==> src/rtl/cms_ctrl_scheduler_if.sv <==
// Requester-side handshake bundle for cms_ctrl_scheduler.
// Requester i occupies slice [i*ADDR_WIDTH +: ADDR_WIDTH] of req_addr and the matching
// slice of req_wdata.
//   req_valid : per-requester write request
//   req_addr  : flattened request addresses
//   req_wdata : flattened request data
//   req_ready : one-hot (or zero) accept back to the requesters
`ifndef ADDR_WIDTH
`define ADDR_WIDTH 8
`endif
`ifndef DATA_WIDTH
`define DATA_WIDTH 32
`endif

interface cms_ctrl_scheduler_if #(
    parameter int unsigned NUM_REQ    = 3,
    parameter int unsigned ADDR_WIDTH = `ADDR_WIDTH,
    parameter int unsigned DATA_WIDTH = `DATA_WIDTH
);
    logic [NUM_REQ-1:0]            req_valid;
    logic [NUM_REQ*ADDR_WIDTH-1:0] req_addr;
    logic [NUM_REQ*DATA_WIDTH-1:0] req_wdata;
    logic [NUM_REQ-1:0]            req_ready;

    modport master (output req_valid, output req_addr, output req_wdata, input req_ready);
    modport slave  (input req_valid, input req_addr, input req_wdata, output req_ready);
endinterface

==> src/rtl/cms_ctrl_scheduler.sv <==
// Round-robin scheduler that plays requester writes into the edge-triggered CMS control port
// as setup / write-enable-high / gap strobes.
//   clk, rst_n        : clock, asynchronous active-low reset
//   req               : requester handshake bundle (slave side)
//   ctrl_addr         : registered control address (held between handshakes)
//   ctrl_wdata        : registered control data (held between handshakes)
//   ctrl_write_enable : registered write strobe
//   busy              : FSM is not idle
//   last_grant        : index of the most recently accepted requester
//   write_count       : completed strobes, wraps at 16 bits
`ifndef ADDR_WIDTH
`define ADDR_WIDTH 8
`endif
`ifndef DATA_WIDTH
`define DATA_WIDTH 32
`endif

module cms_ctrl_scheduler #(
    parameter int unsigned NUM_REQ        = 3,
    parameter int unsigned ADDR_WIDTH     = `ADDR_WIDTH,
    parameter int unsigned DATA_WIDTH     = `DATA_WIDTH,
    parameter int unsigned WE_HIGH_CYCLES = 1,
    parameter int unsigned GAP_CYCLES     = 1
) (
    input  logic                       clk,
    input  logic                       rst_n,
    cms_ctrl_scheduler_if.slave        req,
    output logic [ADDR_WIDTH-1:0]      ctrl_addr,
    output logic [DATA_WIDTH-1:0]      ctrl_wdata,
    output logic                       ctrl_write_enable,
    output logic                       busy,
    output logic [$clog2(NUM_REQ)-1:0] last_grant,
    output logic [15:0]                write_count
);
    localparam int unsigned GrantW = $clog2(NUM_REQ);
    localparam int unsigned CntMax = (WE_HIGH_CYCLES > GAP_CYCLES) ? WE_HIGH_CYCLES : GAP_CYCLES;
    localparam int unsigned CntW   = $clog2(CntMax + 1);
    localparam logic [CntW-1:0] WeLoad  = CntW'(WE_HIGH_CYCLES - 1);
    localparam logic [CntW-1:0] GapLoad = CntW'(GAP_CYCLES - 1);

    localparam logic [1:0] StIdle   = 2'd0;
    localparam logic [1:0] StSetup  = 2'd1;
    localparam logic [1:0] StStrobe = 2'd2;
    localparam logic [1:0] StGap    = 2'd3;

    logic [1:0]            state_q, state_d;
    logic [CntW-1:0]       cnt_q, cnt_d;
    logic                  we_q, we_d;
    logic [ADDR_WIDTH-1:0] addr_q, addr_d;
    logic [DATA_WIDTH-1:0] wdata_q, wdata_d;
    logic [GrantW-1:0]     rr_ptr_q, rr_ptr_d;
    logic [GrantW-1:0]     grant_q, grant_d;
    logic [15:0]           write_count_q, write_count_d;

    logic                  grant_found;
    logic [GrantW-1:0]     grant_idx;
    logic [ADDR_WIDTH-1:0] grant_addr;
    logic [DATA_WIDTH-1:0] grant_wdata;
    logic                  hi_found;
    int                    lo_sel, hi_sel;
    logic [NUM_REQ-1:0]    ready;

    // Round-robin search: the lowest valid index at or above rr_ptr wins; if none exists the
    // search wraps and the lowest valid index overall wins.
    always_comb begin
        grant_found = 1'b0;
        hi_found    = 1'b0;
        lo_sel      = 0;
        hi_sel      = 0;
        for (int i = NUM_REQ - 1; i >= 0; i--) begin
            if (req.req_valid[i]) begin
                grant_found = 1'b1;
                lo_sel      = i;
                if (i >= int'(rr_ptr_q)) begin
                    hi_found = 1'b1;
                    hi_sel   = i;
                end
            end
        end
        grant_idx   = hi_found ? GrantW'(hi_sel) : GrantW'(lo_sel);
        grant_addr  = '0;
        grant_wdata = '0;
        for (int i = 0; i < NUM_REQ; i++) begin
            if (grant_idx == GrantW'(i)) begin
                grant_addr  = req.req_addr[i*ADDR_WIDTH +: ADDR_WIDTH];
                grant_wdata = req.req_wdata[i*DATA_WIDTH +: DATA_WIDTH];
            end
        end
    end

    // Gated by rst_n so no requester sees an accept while reset is asserted.
    always_comb begin
        ready = '0;
        if (rst_n && (state_q == StIdle) && grant_found) begin
            ready[grant_idx] = 1'b1;
        end
    end
    assign req.req_ready = ready;

    always_comb begin
        state_d       = state_q;
        cnt_d         = cnt_q;
        we_d          = we_q;
        addr_d        = addr_q;
        wdata_d       = wdata_q;
        rr_ptr_d      = rr_ptr_q;
        grant_d       = grant_q;
        write_count_d = write_count_q;
        case (state_q)
            StIdle: begin
                if (grant_found) begin
                    addr_d   = grant_addr;
                    wdata_d  = grant_wdata;
                    grant_d  = grant_idx;
                    rr_ptr_d = (grant_idx == GrantW'(NUM_REQ - 1)) ? '0 : grant_idx + 1'b1;
                    state_d  = StSetup;
                end
            end
            StSetup: begin
                cnt_d   = WeLoad;
                we_d    = 1'b1;
                state_d = StStrobe;
            end
            StStrobe: begin
                if (cnt_q == '0) begin
                    we_d          = 1'b0;
                    write_count_d = write_count_q + 16'd1;
                    cnt_d         = GapLoad;
                    state_d       = StGap;
                end else begin
                    cnt_d = cnt_q - 1'b1;
                end
            end
            default: begin
                if (cnt_q == '0) begin
                    state_d = StIdle;
                end else begin
                    cnt_d = cnt_q - 1'b1;
                end
            end
        endcase
    end

    always_ff @(posedge clk or negedge rst_n) begin
        if (!rst_n) begin
            state_q       <= StIdle;
            cnt_q         <= '0;
            we_q          <= 1'b0;
            addr_q        <= '0;
            wdata_q       <= '0;
            rr_ptr_q      <= '0;
            grant_q       <= '0;
            write_count_q <= '0;
        end else begin
            state_q       <= state_d;
            cnt_q         <= cnt_d;
            we_q          <= we_d;
            addr_q        <= addr_d;
            wdata_q       <= wdata_d;
            rr_ptr_q      <= rr_ptr_d;
            grant_q       <= grant_d;
            write_count_q <= write_count_d;
        end
    end

    assign ctrl_addr         = addr_q;
    assign ctrl_wdata        = wdata_q;
    assign ctrl_write_enable = we_q;
    assign busy              = (state_q != StIdle);
    assign last_grant        = grant_q;
    assign write_count       = write_count_q;
endmodule

==> src/flat_wrapper.sv <==
// flat-port wrapper written by rule: the top's interface ports become plain ports
module cms_ctrl_scheduler_flat 
#(
    parameter int unsigned NUM_REQ        = 3,
    parameter int unsigned ADDR_WIDTH     = `ADDR_WIDTH,
    parameter int unsigned DATA_WIDTH     = `DATA_WIDTH,
    parameter int unsigned WE_HIGH_CYCLES = 1,
    parameter int unsigned GAP_CYCLES     = 1
)
  (clk, rst_n, ctrl_addr, ctrl_wdata, ctrl_write_enable, busy, last_grant, write_count, req_req_valid, req_req_addr, req_req_wdata, req_req_ready);
  cms_ctrl_scheduler_if #(.NUM_REQ(NUM_REQ), .ADDR_WIDTH(ADDR_WIDTH), .DATA_WIDTH(DATA_WIDTH)) req_i ();
  input  logic clk;
  input  logic rst_n;
  output logic [ADDR_WIDTH-1:0] ctrl_addr;
  output logic [DATA_WIDTH-1:0] ctrl_wdata;
  output logic ctrl_write_enable;
  output logic busy;
  output logic [$clog2(NUM_REQ)-1:0] last_grant;
  output logic [15:0] write_count;
  input wire logic [$bits(req_i.req_valid)-1:0] req_req_valid;
  input wire logic [$bits(req_i.req_addr)-1:0] req_req_addr;
  input wire logic [$bits(req_i.req_wdata)-1:0] req_req_wdata;
  output wire logic [$bits(req_i.req_ready)-1:0] req_req_ready;
  assign req_i.req_valid = req_req_valid;
  assign req_i.req_addr = req_req_addr;
  assign req_i.req_wdata = req_req_wdata;
  assign req_req_ready = req_i.req_ready;
  cms_ctrl_scheduler #(.NUM_REQ(NUM_REQ), .ADDR_WIDTH(ADDR_WIDTH), .DATA_WIDTH(DATA_WIDTH), .WE_HIGH_CYCLES(WE_HIGH_CYCLES), .GAP_CYCLES(GAP_CYCLES)) u_core (.clk(clk), .rst_n(rst_n), .req(req_i), .ctrl_addr(ctrl_addr), .ctrl_wdata(ctrl_wdata), .ctrl_write_enable(ctrl_write_enable), .busy(busy), .last_grant(last_grant), .write_count(write_count));
endmodule
==> config.mk <==
export PLATFORM = sky130hd
export DESIGN_NAME = cms_ctrl_scheduler_flat
export DESIGN_NICKNAME = d
export VERILOG_FILES = /design/src/rtl/cms_ctrl_scheduler_if.sv /design/src/rtl/cms_ctrl_scheduler.sv /design/src/flat_wrapper.sv
export SDC_FILE = /design/constraint.sdc
export NUM_CORES = 1
export LEC_CHECK = 0
export ABC_AREA = 1
export CAP_MARGIN = 20
export CORE_ASPECT_RATIO = 1.5
export CORE_MARGIN = 4
export CORE_UTILIZATION = 36
export DETAILED_ROUTE_END_ITERATION = 12
export PLACE_DENSITY = 0.77
export SYNTH_ARGS = -nofsm -noshare
export SYNTH_HDL_FRONTEND = slang
export SYNTH_SLANG_ARGS = --single-unit
==> constraint.sdc <==
create_clock -name clk -period 1.5 [get_ports clk]
set_input_delay 0.15 -clock clk [delete_from_list [all_inputs] [get_ports clk]]
set_output_delay 0.15 -clock clk [all_outputs]
set_load 0.05 [all_outputs]
==> impl_metrics.tcl <==
set metrics [dict create \
    status "finished, violations left" \
    violations "negative setup slack" \
    synthMuxAreaShare_pct 0 \
    synth_cells 491 \
    slowest_delay_ps 380 \
    crit_fanout 4 \
    holdPathStages 3 \
    multi_input_area_sq_um 2250 \
    synth_top_cell_area_share_pct 43.4 \
    max_slew.worst_pin.slew_ps 335 \
    diodes 0 \
    synth.most_common_cell "nand2_1" \
    cts_buffer_depth 2 \
    cts.sink_count 63 \
    synth-xor-area-share_pct 3.13 \
    holdWs_ps 430 \
    synth.avg_cell_area_sq_um 7.41 \
    ff2ff_path_depth 10 \
    synthTopCellsByCount "nand2_1, nand3_1, dfrtp_1" \
    crit_required_ps 1350 \
    rsz0062_at_grt "true" \
    drtPass1Iterations 4 \
    start_util_pct 37.1 \
    final_cells 852 \
    dieArea_sq_um 11800 \
    route.detailed.drc 0 \
    syn_nets 619 \
    gp_congestion 0.828 \
    netlist-cell-type-count 25 \
    num-fill-cells 707 \
    fin_ws_ps -268 \
    min_to "u_core.ctrl_wdata[21]" \
    die_w_um 90.1 \
    cts_tree "built" \
    worst-setup-path-type "reg2out" \
    slew_viol_final 0 \
    setup_viol 50 \
    postSynthRegisterBits 63 \
    core-area_sq_um 9800 \
    yosys_warnings 0 \
    fin_crit_ps 1770 \
    maxSlewHeadroom_pct 77.5 \
    num_rows 44 \
    post_drt_wl_per_cell_um 18.0 \
    worst-endpoint-arrival_ps 1620 \
    utilization_pct 73.2 \
    drive_gt1_share_pct 38.4 \
    timing.final.crit_share_pct 118 \
    area_growth_pct 97.2 \
    grt_overflow_total 0 \
    finClkSkew_ps 5.70 \
    synth_edf_count 0 \
    rrSetupSlack_ps -140 \
    yosys-top-cells-area "dfrtp_1, nand2_1, nand3_1" \
    grt_pass1_vias 4304 \
    leakagePower_uw 0.00344 \
    htree_levels 3 \
    grt_max_degree 64 \
    crit_top_cell "nor2_4" \
    nNetsFinal 860 \
    regArea_sq_um 1580 \
    ir_drop_v 0.00152 \
    dp_hpwl_um 9560 \
    vias 4434 \
    fp.dieH_um 131 \
    ys_async_sr_fraction_pct 100 \
    clockRootBuffer "clkbuf_16" \
    drt_iter0_drc 178 \
    clkLatencyLatePin_ps 320 \
    finalPower_uw 14100 \
    min-delay-start "req_req_wdata[21]" \
    fmax_mhz 566 \
    clk_pin_slew_ps 60 \
    grt_use_total_pct 21.8 \
    io_buffers 187 \
    powerDensity_nw_per_um2 1970 \
    syn_area_sq_um 3640 \
    grt_pass1_wl_um 20600 \
    ys_seq_area_share_pct 43.4 \
    dp_cells 805 \
    cts_buffers 9 \
    ios 188 \
    hold_viol 0 \
    yosys.area_share.simple_pct 43.5 \
    yosys.area.top_type "dfrtp_1" \
    antenna_found_initial 0 \
    r2r-end "u_core.write_count[12]" \
    maxCapViolCount 0 \
    crit_chain "inv_2 > buf_6 > ha_4 > inv_4 > nor2_4 > nand4_1 > nor2_4 > buf_12" \
    postRouteAntennaNets 0 \
    wl_um 15400 \
    critPathSlowestCell "dfrtp_1" \
    synth_top_family_by_area "simple AND/OR/NAND/NOR gates" \
    reg2reg_from "u_core.state_q[0]" \
    end_kind "output port" \
    synth_flop_cell "dfrtp_1" \
    min_path_type "in2reg" \
    synthAdderAreaFrac_pct 1.03 \
    synth_compound_area_share_pct 1.86 \
    cp-start-kind "flop" \
    vias_per_cell 5.20 \
]
## state kept, by name, summed over array words and instances (netlist names)
| signal | cells |
|---|---|
| u_core.ctrl_addr | 8 |
| u_core.ctrl_wdata | 32 |
| u_core.ctrl_write_enable | 1 |
| u_core.last_grant | 2 |
| u_core.rr_ptr_q | 2 |
| u_core.state_q | 2 |
| u_core.write_count | 16 |
## cell usage in the layout (no fill, tap or decap), types with 10 or more instances in the layout
cell type        Yosys  final
clkdlybuf4s50_1      0    123
buf_4               10     89
buf_12               0     20
dfrtp_1             63     57
nand3_1            110     68
or2_2               33     14
nand2_1            162    141
nand2_2              4     21
inv_1               28     24
clkbuf_16            0     19
xor2_1              10     10
or2_4                0     19
nand3_2              2     40
## routing by layer
layer  vias to the layer above  global-route usage (%)  part of all wire (%)
li1                       2064                       -                     -
met1                      2160                    22.6                    36
met2                       181                    41.4                    55
met3                        29                    6.34                   6.7
met4                         0                    8.66                   2.8
met5                         -                       0                     0
## through the flow
step	TNS, ps	area [sq um]	setup WS [ps]
4_1_cts	-3090	6400	-236
3_3_place_gp	-8790	5820	-217
5_1_grt	-7700	7170	-324
2_1_floorplan	-5420	3670	-351
3_5_place_dp	-11220	5820	-283
6_report	-3240	7170	-268
## critical path: cells and delay by family, from the launching register on
kind | cells | cell delay (ps)
AND/OR/NAND/NOR | 3 | 460
flip-flops | 1 | 380
adder cells (fa/ha/maj) | 1 | 120
buffers and inverters | 4 | 330
## worst max-delay path by stage
stage,startpoint,to,slack (ps),depth (start not counted)
global route,u_core.state_q[0],req_req_ready[0],-320,8
CTS,u_core.rr_ptr_q[0],req_req_ready[0],-240,8
global placement,req_req_valid[0],u_core.ctrl_wdata[8],-220,9
detailed placement,req_req_valid[0],req_req_ready[1],-280,8
finish,u_core.state_q[0],req_req_ready[0],-270,8
floorplan,u_core.state_q[0],req_req_ready[0],-350,7
## timing repair
item | 4_1_cts | 5_1_grt
cloned | 2 | 13
hold buffers | 1 | 0
setup endpoints to repair | 57 | 57
resized for setup | 42 | 106
pin swaps | 10 | 15
endpoints found under the hold margin | 63 | 0
setup buffers | 9 | 8
## cell families after synthesis
kind of cell	Yosys count
and+or+nand+nor	342
DFF	63
buffers and inverters	57
AOI/OAI and AO/OA	13
xor gates and xnor gates	13
adders and majority gates	3
## final cells by class
type / instances / area share (%)
timing repair buffer: 256 / 38.4
sequential: 63 / 22.1
inverter: 31 / 1.73
clock buffer: 9 / 3.14
multi-input combinational: 371 / 31.4
tap: 115 / 2.01
clock inverter: 7 / 1.22
## report_power, final
group	internal [uW]	leakage, uW	total (uW)	switching [uW]
combinational	3650	0.00250	9030	5380
clock	1440	0.000155	2180	743
sequential	2430	0.000784	2920	490
total	7520	0.00344	14100	6620
(Power assumes the default switching activity.)
